[config.mk]
export PLATFORM = sky130hd
export DESIGN_NAME = multicycle_controller
export DESIGN_NICKNAME = d
export VERILOG_FILES = /design/src/rtl/mips_pkg.sv /design/src/rtl/mc_control_rom.sv /design/src/rtl/multicycle_controller.sv
export SDC_FILE = /design/constraint.sdc
export NUM_CORES = 1
export LEC_CHECK = 0
export CAP_MARGIN = 25
export CORE_UTILIZATION = 49
export CTS_BUF_LIST = sky130_fd_sc_hd__clkbuf_4 sky130_fd_sc_hd__clkbuf_8
export DETAILED_ROUTE_END_ITERATION = 7
export PLACE_DENSITY = 0.82
export SETUP_SLACK_MARGIN = 0.2
export SYNTH_ARGS = -nofsm -noshare
export SYNTH_HDL_FRONTEND = slang
export SYNTH_SLANG_ARGS = --single-unit
export TNS_END_PERCENT = 5
[constraint.sdc]
create_clock -name clk -period 1.8 [get_ports clk]
set_clock_uncertainty 0.1 [all_clocks]
set_input_delay 0.36 -clock clk [delete_from_list [all_inputs] [get_ports clk]]
set_output_delay 0.36 -clock clk [all_outputs]
set_load 0.05 [all_outputs]
[src/rtl/mips_pkg.sv]
// rtl/mips_pkg.sv - shared types and encodings for the multicycle MIPS controller
// Purpose: FSM state enum, opcode constants, select encodings and the control word.
// Ports: none (package).
package mips_pkg;

  typedef enum logic [3:0] {
    S_FETCH    = 4'd0,
    S_DECODE   = 4'd1,
    S_MEMADR   = 4'd2,
    S_MEMREAD  = 4'd3,
    S_MEMWB    = 4'd4,
    S_MEMWRITE = 4'd5,
    S_EXECUTE  = 4'd6,
    S_ALUWB    = 4'd7,
    S_ADDIEX   = 4'd8,
    S_ADDIWB   = 4'd9,
    S_BRANCH   = 4'd10,
    S_JUMP     = 4'd11
  } state_t;

  localparam logic [5:0] OP_RTYPE = 6'b000000;
  localparam logic [5:0] OP_LW    = 6'b100011;
  localparam logic [5:0] OP_SW    = 6'b101011;
  localparam logic [5:0] OP_ADDI  = 6'b001000;
  localparam logic [5:0] OP_BEQ   = 6'b000100;
  localparam logic [5:0] OP_J     = 6'b000010;

  localparam logic [1:0] ALUOP_ADD   = 2'b00;
  localparam logic [1:0] ALUOP_SUB   = 2'b01;
  localparam logic [1:0] ALUOP_FUNCT = 2'b10;

  localparam logic [1:0] SRCB_REG   = 2'b00;
  localparam logic [1:0] SRCB_FOUR  = 2'b01;
  localparam logic [1:0] SRCB_IMM   = 2'b10;
  localparam logic [1:0] SRCB_IMMSH = 2'b11;

  localparam logic [1:0] PCSRC_ALU    = 2'b00;
  localparam logic [1:0] PCSRC_ALUOUT = 2'b01;
  localparam logic [1:0] PCSRC_JUMP   = 2'b10;

  typedef struct packed {
    logic       mem_req;
    logic       iord;
    logic       ir_write;
    logic       pc_write;
    logic       branch;
    logic [1:0] pc_src;
    logic       alu_src_a;
    logic [1:0] alu_src_b;
    logic [1:0] alu_op;
    logic       reg_dst;
    logic       mem_to_reg;
    logic       reg_write;
    logic       mem_write;
  } ctrl_t;

endpackage

[src/rtl/mc_control_rom.sv]
// rtl/mc_control_rom.sv - combinational state to control word decode
// Purpose: Moore control word for each FSM state; unlisted fields are 0.
// Ports: state (in, 4) current state; ctrl (out, ctrl_t) control word.
//        FETCH returns ir_write/pc_write unqualified; the top gates them with mem_ready.
module mc_control_rom
  import mips_pkg::*;
(
  input  logic [3:0] state,
  output ctrl_t      ctrl
);

  always_comb begin
    ctrl = '0;
    case (state)
      S_FETCH: begin
        ctrl.mem_req   = 1'b1;
        ctrl.ir_write  = 1'b1;
        ctrl.pc_write  = 1'b1;
        ctrl.alu_src_b = SRCB_FOUR;
        ctrl.alu_op    = ALUOP_ADD;
        ctrl.pc_src    = PCSRC_ALU;
      end
      S_DECODE: begin
        ctrl.alu_src_b = SRCB_IMMSH;
        ctrl.alu_op    = ALUOP_ADD;
      end
      S_MEMADR, S_ADDIEX: begin
        ctrl.alu_src_a = 1'b1;
        ctrl.alu_src_b = SRCB_IMM;
        ctrl.alu_op    = ALUOP_ADD;
      end
      S_MEMREAD: begin
        ctrl.mem_req = 1'b1;
        ctrl.iord    = 1'b1;
      end
      S_MEMWB: begin
        ctrl.mem_to_reg = 1'b1;
        ctrl.reg_write  = 1'b1;
      end
      S_MEMWRITE: begin
        ctrl.mem_req   = 1'b1;
        ctrl.iord      = 1'b1;
        ctrl.mem_write = 1'b1;
      end
      S_EXECUTE: begin
        ctrl.alu_src_a = 1'b1;
        ctrl.alu_src_b = SRCB_REG;
        ctrl.alu_op    = ALUOP_FUNCT;
      end
      S_ALUWB: begin
        ctrl.reg_dst   = 1'b1;
        ctrl.reg_write = 1'b1;
      end
      S_ADDIWB: begin
        ctrl.reg_write = 1'b1;
      end
      S_BRANCH: begin
        ctrl.alu_src_a = 1'b1;
        ctrl.alu_src_b = SRCB_REG;
        ctrl.alu_op    = ALUOP_SUB;
        ctrl.pc_src    = PCSRC_ALUOUT;
        ctrl.branch    = 1'b1;
      end
      S_JUMP: begin
        ctrl.pc_src   = PCSRC_JUMP;
        ctrl.pc_write = 1'b1;
      end
      default: ctrl = '0;
    endcase
  end

endmodule

[src/rtl/multicycle_controller.sv]
// rtl/multicycle_controller.sv - control FSM for the multicycle MIPS datapath
// Purpose: sequences fetch/decode/execute/memory/writeback, drives datapath selects
//          and enables, stalls on mem_ready, counts retired instructions.
// Ports: clk, reset (async, active-high); Op opcode; mem_ready memory handshake;
//        mem_req, IorD, IRWrite, PCWrite, Branch, PCSrc, ALUSrcA, ALUSrcB, ALUOp,
//        RegDst, MemToReg, RegWrite, MemWrite datapath controls;
//        illegal_op sticky flag; retired instruction count; state for debug.
module multicycle_controller
  import mips_pkg::*;
#(
  parameter int CNT_W = 32
) (
  input  logic             clk,
  input  logic             reset,
  input  logic [5:0]       Op,
  input  logic             mem_ready,
  output logic             mem_req,
  output logic             IorD,
  output logic             IRWrite,
  output logic             PCWrite,
  output logic             Branch,
  output logic [1:0]       PCSrc,
  output logic             ALUSrcA,
  output logic [1:0]       ALUSrcB,
  output logic [1:0]       ALUOp,
  output logic             RegDst,
  output logic             MemToReg,
  output logic             RegWrite,
  output logic             MemWrite,
  output logic             illegal_op,
  output logic [CNT_W-1:0] retired,
  output logic [3:0]       state
);

  state_t cur;
  state_t nxt;
  ctrl_t  ctrl;
  logic   retire;
  logic   bad_op;

  mc_control_rom u_rom (
    .state (cur),
    .ctrl  (ctrl)
  );

  always_ff @(posedge clk or posedge reset) begin
    if (reset) cur <= S_FETCH;
    else       cur <= nxt;
  end

  always_comb begin
    nxt    = S_FETCH;
    retire = 1'b0;
    bad_op = 1'b0;
    case (cur)
      S_FETCH:  nxt = mem_ready ? S_DECODE : S_FETCH;
      S_DECODE: begin
        case (Op)
          OP_LW, OP_SW: nxt = S_MEMADR;
          OP_RTYPE:     nxt = S_EXECUTE;
          OP_ADDI:      nxt = S_ADDIEX;
          OP_BEQ:       nxt = S_BRANCH;
          OP_J:         nxt = S_JUMP;
          default: begin
            nxt    = S_FETCH;
            bad_op = 1'b1;
          end
        endcase
      end
      S_MEMADR:  nxt = (Op == OP_SW) ? S_MEMWRITE : S_MEMREAD;
      S_MEMREAD: nxt = mem_ready ? S_MEMWB : S_MEMREAD;
      S_MEMWRITE: begin
        nxt    = mem_ready ? S_FETCH : S_MEMWRITE;
        retire = mem_ready;
      end
      S_EXECUTE: nxt = S_ALUWB;
      S_ADDIEX:  nxt = S_ADDIWB;
      S_MEMWB, S_ALUWB, S_ADDIWB, S_BRANCH, S_JUMP: begin
        nxt    = S_FETCH;
        retire = 1'b1;
      end
      default: nxt = S_FETCH;
    endcase
  end

  always_ff @(posedge clk or posedge reset) begin
    if (reset) begin
      retired    <= '0;
      illegal_op <= 1'b0;
    end else begin
      if (retire) retired <= retired + CNT_W'(1);
      if (bad_op) illegal_op <= 1'b1;
    end
  end

  // Enables are gated by reset so a write in flight (e.g. MemWrite) drops
  // the instant reset rises, not at the next edge.
  always_comb begin
    state    = cur;
    mem_req  = ctrl.mem_req & ~reset;
    IorD     = ctrl.iord;
    IRWrite  = ctrl.ir_write & mem_ready & ~reset;
    PCWrite  = ctrl.pc_write & (mem_ready | (cur != S_FETCH)) & ~reset;
    Branch   = ctrl.branch & ~reset;
    PCSrc    = ctrl.pc_src;
    ALUSrcA  = ctrl.alu_src_a;
    ALUSrcB  = ctrl.alu_src_b;
    ALUOp    = ctrl.alu_op;
    RegDst   = ctrl.reg_dst;
    MemToReg = ctrl.mem_to_reg;
    RegWrite = ctrl.reg_write & ~reset;
    MemWrite = ctrl.mem_write & ~reset;
  end

endmodule

==> Word level (Yosys, flattened, before mapping) <==
Cells that the tools add are included.
{ "word_totals": {"wordCells": 63, "in_bits": 9, "register_bits": 37} }
{ "classes": {"n_eq_ne": 16, "addsub": 1, "n_reduce_logical": 12, "mux": 21, "bitwise": 10} }
{ "op_table": {"columns": ["op", "count"], "rows": [
  ["$pmux 4 s5", 2],
  ["$add 32x1->32 const B", 1],
  ["$pmux 4 s7", 1],
  ["$eq 4x3->1 const B", 4],
  ["$eq 4x4->1 const B", 4],
  ["$mux 1", 13],
  ["$eq 6x6->1 const B", 2],
  ["$mux 3", 3],
  ["$and 1x1->1", 8],
  ["$eq 4x2->1 const B", 2],
  ["$reduce_or 2->1", 4],
  ["$eq 6x2->1 const B", 1],
  ["$eq 6x3->1 const B", 1],
  ["$eq 6x4->1 const B", 1],
  ["$logic_not 6->1", 1],
  ["$reduce_or 3->1", 2],
  ["$reduce_or 6->1", 1],
  ["$reduce_or 5->1", 1],
  ["$eq 4x1->1 const B", 1],
  ["$logic_not 4->1", 1],
  ["$pmux 2 s2", 1],
  ["$reduce_bool 4->1", 1],
  ["$reduce_or 4->1", 1],
  ["$pmux 1 s2", 1],
  ["other kinds (2)", 2]
]} }

==> Depth between registers and ports, before layout <==
{ "depth": {"ltp_word": 5, "ltp_mapped": 6, "mapped_depth_nobuf": 5} }

==> By module <==
Synthesis repeated with hierarchy kept, for this count alone.
{ "unflattened": {"cells_unflattened": 227, "area_unflattened_um2": 2199.6} }
{ "modules_own_cells": {"columns": ["mod", "seq_area_each_um2", "cells_each", "area_each_um2", "instances"], "rows": [
  ["multicycle_controller", 925.9, 193, 1968.1, 1],
  ["mc_control_rom", 0.0, 34, 231.5, 1]
]} }

==> Worst setup path before layout <==
Ideal clock, no wire load.
{ "synth_path": {"kind": "flip-flop to output port", "from": "reg cur[1], in the netlist state[1]", "to": "out RegWrite", "path_stages_with_launch": 6, "t_arrival_ps": 2932, "required_time_ps": 1340, "slack_ps": -1592, "cell_sequence": "dfrtp_1 -> buf_6 -> clkbuf_1 -> nor3_1 -> a21oi_1 -> nor2_1"} }
{ "synth_between": {"elab_chain_len": 4} }
{ "synth_lines": {"columns": ["item", "line_no", "text"], "rows": [
  ["from (decl)", "multicycle_controller.sv:35", "state_t cur;"],
  ["from (signal assigned)", "multicycle_controller.sv:48", "else cur <= nxt;"],
  ["$eq 4x3->1 / $eq 4x4->1 (equally long branches)", "mc_control_rom.sv:14", "case (state)"],
  ["$reduce_or 3->1 (no source line) (*)", null, null],
  ["$mux 1 (*)", "mc_control_rom.sv:14", null],
  ["$and 1x1->1 (*)", "multicycle_controller.sv:111", "RegWrite = ctrl.reg_write & ~reset;"],
  ["to (decl)", "multicycle_controller.sv:28", "output logic RegWrite,"]
]} }
Mark *: on every way between the ends. The rest lies on a longest branch, timed or not.

==> Worst setup path after layout <==
{ "layout_path": {"from": "reg cur[3], in the netlist state[3]", "to": "reg retired[31]"} }
{ "layout_between": {"elab_chain_len": 3} }
{ "layout_lines": {"columns": ["item", "line_no", "text"], "rows": [
  ["$eq 4x3->1 / $eq 4x4->1 (equally long branches)", "multicycle_controller.sv:55", "case (cur)"],
  ["$reduce_or 5->1", "multicycle_controller.sv:55", null],
  ["$pmux 1 s2 (*)", "multicycle_controller.sv:55", null],
  ["to (signal assigned)", "multicycle_controller.sv:91", "if (retire) retired <= retired + CNT_W'(1);"],
  ["to (decl)", "multicycle_controller.sv:31", "output logic [CNT_W-1:0] retired,"]
]} }
Marks and branches as above.
A chain may end at the register's enable or synchronous reset.

==> results.cfg <==
[synthesis]
yosys.area.top_type = dfrtp_1
yosys.cell_types.count = 47
ys_warn_count = 0
synth_top_area_share_pct = 42.8
synthArstFlopShare_pct = 100
ys_dominant_reg_cell = dfrtp_1
ys_seq_area_share_pct = 42.8
syn_area_per_cell_um2 = 9.88
syn-num-nets = 229
synth_cells = 219
synth-edff-count = 0
synth_area_leaders = dfrtp_1, xor2_1, nor3_1, nor2_1, xnor2_1
ys_ff_latch = 37
netlist_area_um2 = 2160

[critical_path]
critPathLaunchType = register
critPathCaptureType = register
worstPathRequired_ns = 1.88
cp.arrival_ns = 2.31
path_class = register to register
crit_fanout = 9
rr_worst_depth = 5

[finish]
num_antenna_cells = 0
drive_gt1_share_pct = 55.4
synthToLayoutAreaGrowth_pct = 85.1
nFillCells = 56
final_util_pct = 97.3
layout_common_cells = buf_4, dfrtp_1, buf_12, xor2_1, nand2_1
nets = 354
stdcell_count = 395
mostFrequentLayoutCell = buf_4

[clocking]
root_buffer = clkbuf_8
numCtsBuffers = 5
cts_max_level = 2
tritoncts = yes
worstSkewPairLatency_ns = 0.31
cts.sinks = 37
clk_pin_slew_ns = 0.09
cts_buffer_depth = 2

[outcome]
status = complete, but fails checks
violations = setup timing

[place]
dp_hpwl_um = 4510
gp_congestion = 0.818
numPortBuffers = 61
dpl.cell_count = 373

[timing]
finalSetupTns_ns = -10.91
max_freq_ghz = 0.449
max_slew_margin_pct = 59.8
rsz0062_at_grt = true
slew_violations = 0
tightest_slew_ns = 0.598
finalHoldViolCount = 0
post-route-period-util_pct = 124
setup_viol = 52
setup_slack_ns = -0.429
period_minus_slack_ns = 2.23

[global_routing]
grt_pass1_vias = 2363
antenna_found_initial = 0
grt_use_total_pct = 40.6
grt_first_pass_wirelength_um = 13000
grt_max_degree = 38
gr-total-overflow = 0

[detailed_routing]
drc = 0
ant_nets = 0
first_pass_iters = 8
viasPerCell = 6.98
routedWlPerCell_um = 30.4
routed_wl_um = 12000
drtIter0Drc = 454
num_vias = 2757

[floorplanning]
fp.dieH_um = 68.4
start_util_pct = 52.6
die_width_um = 68.4
die_area_um2 = 4680
io_pins = 62
rows = 23
coreArea_um2 = 4120

[power]
power.leakage_nw = 1.91
ir_worst_vdd_uv = 1060
power_mw = 4.13
power_density_nw_per_um2 = 1030

[hold_path]
hp-class = register to register
whs_path_depth = 1

[run]
maxCapViolations = 0
## final timing paths
kind                            start     endpoint  slack, ns
max reg2reg                  state[3]  retired[31]      -0.43
max                          state[3]  retired[31]      -0.43
min                        illegal_op   illegal_op       0.41
min reg2reg                illegal_op   illegal_op       0.41
max in group asynchronous       reset     state[1]       0.63
min in group asynchronous       reset  retired[27]       0.75
## per-stage QoR
stage / setup WS, ns / hold slack (ns) / area, µm²
floorplan: -0.411 / 0.410 / 2330
global route: -0.468 / 0.422 / 4000
global placement: -0.317 / 0.360 / 3480
CTS: -0.290 / 0.388 / 3870
finish: -0.429 / 0.406 / 4000
detailed placement: -0.397 / 0.369 / 3480
## logic make-up after synthesis
logic type / Yosys count / share of synthesized area (%)
buffers and inverters: 19 / 4.68
XOR/XNOR: 35 / 15.9
flip-flops: 37 / 42.8
multiplexers: 3 / 1.50
AND/OR/NAND/NOR: 101 / 26.7
adder cells (fa/ha/maj): 1 / 0.578
AO/OA/AOI/OAI: 23 / 7.81
## layer usage
metal | GRT usage (%) | vias up | routed length, µm
li1 | - | 1011 | -
met3 | 11.0 | 136 | 1560
met4 | 22.9 | 2 | 1310
met1 | 47.4 | 1290 | 3710
met5 | 0 | - | 46
met2 | 66.7 | 318 | 5360
## cell usage after synthesis (2+ instances only)
cell / n
o21ai_0: 5
and3b_1: 2
clkbuf_1: 4
nor3_1: 19
mux2_2: 2
nor2_1: 21
o2111ai_2: 2
xor2_4: 2
nor4_1: 6
xor2_1: 25
nor3b_1: 2
xnor2_1: 8
nand3_1: 8
nand2b_1: 5
buf_2: 3
nor2b_1: 2
dfrtp_1: 37
nand2_1: 16
nor4b_1: 2
buf_6: 3
nand3b_1: 2
and3_1: 3
o21bai_1: 2
inv_1: 7
a21oi_1: 4
nor4_4: 2
and4_1: 5
## power breakdown
group	switching [mW]	leakage, nW	internal (mW)
clock network	0.327	0.0484	0.284
logic	1.41	1.38	1.09
registers	0.132	0.479	0.888
total	1.87	1.91	2.27
## cell type report
class / instances / area, µm² / share of cell area, %
timing repair buffer: 130 / 1400 / 35.0
inverter: 7 / 26.3 / 0.656
tap: 50 / 62.6 / 1.56
sequential: 37 / 931 / 23.3
multi-input combinational: 163 / 1500 / 37.3
clock buffer: 6 / 76.3 / 1.91
clock inverter: 2 / 10.0 / 0.250
## flip-flops by register name (all words and copies together) (netlist names)
register,cells
retired,32
state,4
illegal_op,1
## critical path: stages (launching register included)
cell      delay [ns]
dfrtp_2         0.55
buf_6           0.18
xor2_4          0.26
o211ai_1        0.27
nor4_1          0.62
xor2_1          0.12
## repair_timing
action | CTS | global route
buffers inserted | 10 | 4
resized for setup | 48 | 22
hold buffers | 0 | 0
pin swaps | 11 | 17
setup endpoints to repair | 55 | 56
(Power assumes the default switching activity.)
